--- src/rtl/mem_wb_skid_reg.sv ---
// rtl/mem_wb_skid_reg.sv - two-entry MEM/WB pipeline skid register with forwarding tap
module mem_wb_skid_reg #(
    parameter int DATA_W = 32,
    parameter int DST_W  = 4
) (
    input  logic              clk,
    input  logic              rst,
    input  logic              flush,
    input  logic              inValid,
    output logic              inReady,
    input  logic              wbEnIn,
    input  logic              memReadEnIn,
    input  logic [DATA_W-1:0] aluResultIn,
    input  logic [DATA_W-1:0] memReadValueIn,
    input  logic [DST_W-1:0]  dstIn,
    output logic              outValid,
    input  logic              outReady,
    output logic              wbEn,
    output logic              memReadEn,
    output logic [DATA_W-1:0] aluResult,
    output logic [DATA_W-1:0] memReadValue,
    output logic [DST_W-1:0]  dst,
    output logic              fwdValid,
    output logic [DST_W-1:0]  fwdDst,
    output logic [DATA_W-1:0] fwdValue,
    output logic [1:0]        occupancy
);

    localparam int ENTRY_W = 2 + 2 * DATA_W + DST_W;

    typedef enum logic [1:0] {EMPTY = 2'd0, ONE = 2'd1, TWO = 2'd2} state_t;
    typedef enum logic [1:0] {H_HOLD, H_IN, H_SKID, H_CLR} head_op_t;
    typedef enum logic [1:0] {S_HOLD, S_IN, S_CLR} skid_op_t;

    state_t             state_q;
    state_t             state_d;
    head_op_t           head_op;
    skid_op_t           skid_op;
    logic               accept;
    logic               consume;
    logic [ENTRY_W-1:0] head_q;
    logic [ENTRY_W-1:0] skid_q;
    logic [ENTRY_W-1:0] in_entry;
    logic               head_wb;
    logic               head_mr;

    assign in_entry = {wbEnIn, memReadEnIn, aluResultIn, memReadValueIn, dstIn};

    // Handshakes depend on registered state only, so inReady never sees outReady.
    assign accept  = inValid && (state_q != TWO);
    assign consume = (state_q != EMPTY) && outReady;

    always_ff @(posedge clk) begin
        if (rst || flush) begin
            state_q <= EMPTY;
        end else begin
            state_q <= state_d;
        end
    end

    always_comb begin
        state_d = state_q;
        head_op = H_HOLD;
        skid_op = S_HOLD;
        case (state_q)
            EMPTY: begin
                if (accept) begin
                    state_d = ONE;
                    head_op = H_IN;
                end
            end
            ONE: begin
                if (accept && consume) begin
                    head_op = H_IN;
                end else if (accept) begin
                    state_d = TWO;
                    skid_op = S_IN;
                end else if (consume) begin
                    state_d = EMPTY;
                    head_op = H_CLR;
                end
            end
            TWO: begin
                if (consume) begin
                    state_d = ONE;
                    head_op = H_SKID;
                    skid_op = S_CLR;
                end
            end
            default: begin
                state_d = EMPTY;
                head_op = H_CLR;
                skid_op = S_CLR;
            end
        endcase
    end

    always_comb begin
        outValid  = (state_q != EMPTY);
        inReady   = (state_q != TWO);
        occupancy = state_q;
    end

    always_ff @(posedge clk) begin
        if (rst || flush) begin
            head_q <= '0;
            skid_q <= '0;
        end else begin
            case (head_op)
                H_IN:    head_q <= in_entry;
                H_SKID:  head_q <= skid_q;
                H_CLR:   head_q <= '0;
                default: head_q <= head_q;
            endcase
            case (skid_op)
                S_IN:    skid_q <= in_entry;
                S_CLR:   skid_q <= '0;
                default: skid_q <= skid_q;
            endcase
        end
    end

    assign {head_wb, head_mr, aluResult, memReadValue, dst} = head_q;

    assign wbEn      = head_wb && outValid;
    assign memReadEn = head_mr;
    assign fwdValid  = outValid && head_wb;
    assign fwdDst    = dst;
    assign fwdValue  = head_mr ? memReadValue : aluResult;

endmodule

--- config.mk ---
export PLATFORM = sky130hd
export DESIGN_NAME = mem_wb_skid_reg
export DESIGN_NICKNAME = d
export VERILOG_FILES = /design/src/rtl/mem_wb_skid_reg.sv
export SDC_FILE = /design/constraint.sdc
export NUM_CORES = 1
export LEC_CHECK = 0
export BUFFER_PORTS_ARGS = -buffer_cell sky130_fd_sc_hd__buf_2
export CORE_MARGIN = 4
export CORE_UTILIZATION = 30
export CTS_CLUSTER_SIZE = 10
export DETAILED_ROUTE_END_ITERATION = 8
export SYNTH_ARGS = -nofsm -noshare
export SYNTH_HDL_FRONTEND = slang
export SYNTH_SLANG_ARGS = --single-unit
--- constraint.sdc ---
create_clock -name clk -period 2.7 [get_ports clk]
set_input_delay 0.54 -clock clk [delete_from_list [all_inputs] [get_ports clk]]
set_output_delay 0.54 -clock clk [all_outputs]
set_load 0.02 [all_outputs]
==> results.sh <==
export IMPL_status="finished clean"
export IMPL_r2r_cells=5
export IMPL_startpoint_type="flop"
export IMPL_std_cell_rows=62
export IMPL_power_frac_comb=0.162
export IMPL_synth_seq_cells=142
export IMPL_antenna_cells=0
export IMPL_leakage_uw=0.00494
export IMPL_synth_flop_cell="dfxtp_1"
export IMPL_r2r_start="occupancy[0]"
export IMPL_coreArea_sq_um=28600
export IMPL_vdd_drop_max_mv=0.379
export IMPL_tightest_slew_ns=0.896
export IMPL_finClkSkew_ns=0.00766
export IMPL_numCtsBuffers=17
export IMPL_p_clk_frac=0.427
export IMPL_avgSynthCellArea_sq_um=8.73
export IMPL_antenna_found_initial=1
export IMPL_hold_violations=0
export IMPL_clk_latency_ns=0.42
export IMPL_p_per_area_nw_per_um2=546
export IMPL_worstHoldEndpoint="occupancy[1]"
export IMPL_die_area_sq_um=31800
export IMPL_slew_headroom=0.401
export IMPL_die_width_microns=178
export IMPL_dp_hpwl_microns=15300
export IMPL_tritoncts="done"
export IMPL_synth_top_cell_area_share=0.327
export IMPL_internal_power_uw=3790
export IMPL_wl_per_cell_microns=17.0
export IMPL_grt_usage=0.154
export IMPL_post_cts_resize_count=0
export IMPL_hold_path_depth=3
export IMPL_synthCells=995
export IMPL_clk_pin_slew_worst_paths_ns=0.07
export IMPL_start_util=0.304
export IMPL_hold_class="input port to flop"
export IMPL_drtIter0Drc=369
export IMPL_root_buffer="clkbuf_16"
export IMPL_die_h_microns=178
export IMPL_first_global_vias=7063
export IMPL_via_per_inst=4.97
export IMPL_drive_gt1_frac=0.333
export IMPL_synth_edf_count=0
export IMPL_drc=0
export IMPL_r2r_slack_ns=0.64
export IMPL_final_area_sq_um=9870
export IMPL_synth_top_cells_by_area="dfxtp_1, a221oi_2, o211a_1, buf_4, nor3b_1"
export IMPL_worstPathMaxFanout=36
export IMPL_ys_seq_area_frac=0.327
export IMPL_wl_met3_microns=1130
export IMPL_switchingPower_uw=1590
export IMPL_critPathArrivalTime_ns=1.70
export IMPL_ys_warnings_count=0
export IMPL_timing_fmax_mhz=447
export IMPL_grt_max_degree=85
export IMPL_pin_count=186
export IMPL_syn_nets=1071
export IMPL_setup_violations=0
export IMPL_yosysTopAreaCell="dfxtp_1"
export IMPL_vias=7194
export IMPL_drt_total_wl_microns=24700
export IMPL_min_period_ns=2.24
export IMPL_m1WireLength_microns=11800
export IMPL_grt_setup_unrepaired="no"
export IMPL_rr_endpoint="head_q[26]"
export IMPL_grt_pass1_wl_microns=38800
export IMPL_clock_path_buffers=2
export IMPL_cts_setup_buffers=0
export IMPL_dpl_cell_area_sq_um=9310
export IMPL_slew_violations=0
export IMPL_dr_max_layer_used="met5"
export IMPL_period_share=0.829
export IMPL_area_growth_pct=13.6
export IMPL_cts_max_level=4
export IMPL_overflow=0
export IMPL_post_place_ws_ns=0.440
export IMPL_min_delay_start="inValid"
export IMPL_end_kind="primary output"
export IMPL_netlist_area_sq_um=8690
export IMPL_io_buffers=185
export IMPL_seqPwrFrac=0.411
export IMPL_postRouteAntennaNets=0
export IMPL_netlist_cell_type_count=29
export IMPL_swShare=0.296
export IMPL_cts_sinks=142
export IMPL_dr_wl_met2_microns=11500
export IMPL_timing_final_ws_setup_ns=0.463
export IMPL_firstDrtPassIters=4
export IMPL_cts_hold_buf=0
export IMPL_gp_congestion=0.714
export IMPL_crit_type="flop to primary output"
export IMPL_async_flop_share=0
export IMPL_nNetsFinal=1128
export IMPL_setup_tns_ns=0
export IMPL_worst_endpoint_required_ns=2.16
export IMPL_maxCapViolCount=0
[power by group through the flow]
stage	clock network (uW)	registers, uW	logic, uW
5_1_grt	2460	2220	954
6_report	2300	2210	874
4_1_cts	2370	2210	887
3_3_place_gp	0	2260	873
3_5_place_dp	0	2260	883
2_1_floorplan	0	2240	691
[cells in the mapped netlist, drive strengths merged (32+ instances only)]
library cell and count:
dfxtp 142, buf 117, a21oi 71, nand2 71, nor2 71, nor3b 71, a221oi 70, inv 70
nor2b 70, o211a 70, o21ai 70, clkbuf 55, mux2 32
[sequential cells by signal, summed over array words and instances (netlist names)]
signal,flops
head_q,70
occupancy,2
skid_q,70
[placed cells by master (no fill, tap or decap), types with 2 or more instances in the layout]
cell type / n
a21oi_1: 71
a221oi_2: 70
buf_12: 10
buf_2: 184
buf_4: 16
clkbuf_16: 17
clkinv_4: 2
clkinvlp_4: 6
dfxtp_1: 139
dfxtp_2: 3
inv_1: 70
inv_6: 2
mux2_2: 32
mux2i_1: 2
nand2_1: 71
nor2_1: 71
nor2b_1: 70
nor3b_1: 70
o211a_1: 70
o21ai_0: 70
or2_2: 2
[layout make-up]
cell class / count / area [sq um]
inverters: 70 / 263
clock inverters: 12 / 115
repair buffers: 210 / 1240
well taps: 384 / 480
multi-input cells: 611 / 4480
fillers: 3043 / 18800
clock buffers: 19 / 443
flip-flops and latches: 142 / 2850
[per-stage QoR]
stage	hold WS [ns]	power [uW]	cells	utilization
after floorplan	0.458	2930	995	-
after global placement	0.469	3130	1417	0.325
after detailed placement	0.479	3140	1417	0.325
after CTS	0.452	5460	1448	0.345
after global routing	0.462	5640	1448	0.345
final	0.478	5380	1448	0.345
[cells by family (layout without fill, tap and decap cells)]
| kind of cell | after synthesis | after routing | synth area share |
|---|---|---|---|
| compound gates | 285 | 285 | 0.288 |
| fa+ha+maj | 1 | 1 | 0.00144 |
| buf+inv | 242 | 311 | 0.159 |
| flops | 142 | 142 | 0.327 |
| mux | 34 | 34 | 0.0438 |
| simple gates | 291 | 291 | 0.181 |
[worst max-delay path: stages (launching register included)]
cell and delay (ns):
dfxtp_2 0.34, buf_4 0.26, or2_2 0.34, and2_1 0.16
buf_2 0.15
[how the worst max path moves through the flow]
stage                  from          to  cells past startpoint
2_1_floorplan       inValid  skid_q[39]                     11
3_3_place_gp       outReady  head_q[68]                      6
3_5_place_dp       outReady  head_q[68]                      6
4_1_cts        occupancy[0]     inReady                      3
5_1_grt        occupancy[0]     inReady                      3
6_report       occupancy[1]    fwdValid                      4
[routing by layer]
metal,vias up,global-route usage
li1,3520,-
met1,3476,0.203
met2,178,0.262
met3,18,0.0263
met4,2,0.0397
met5,-,0
Note: power is estimated with default switching activity, not from simulation.
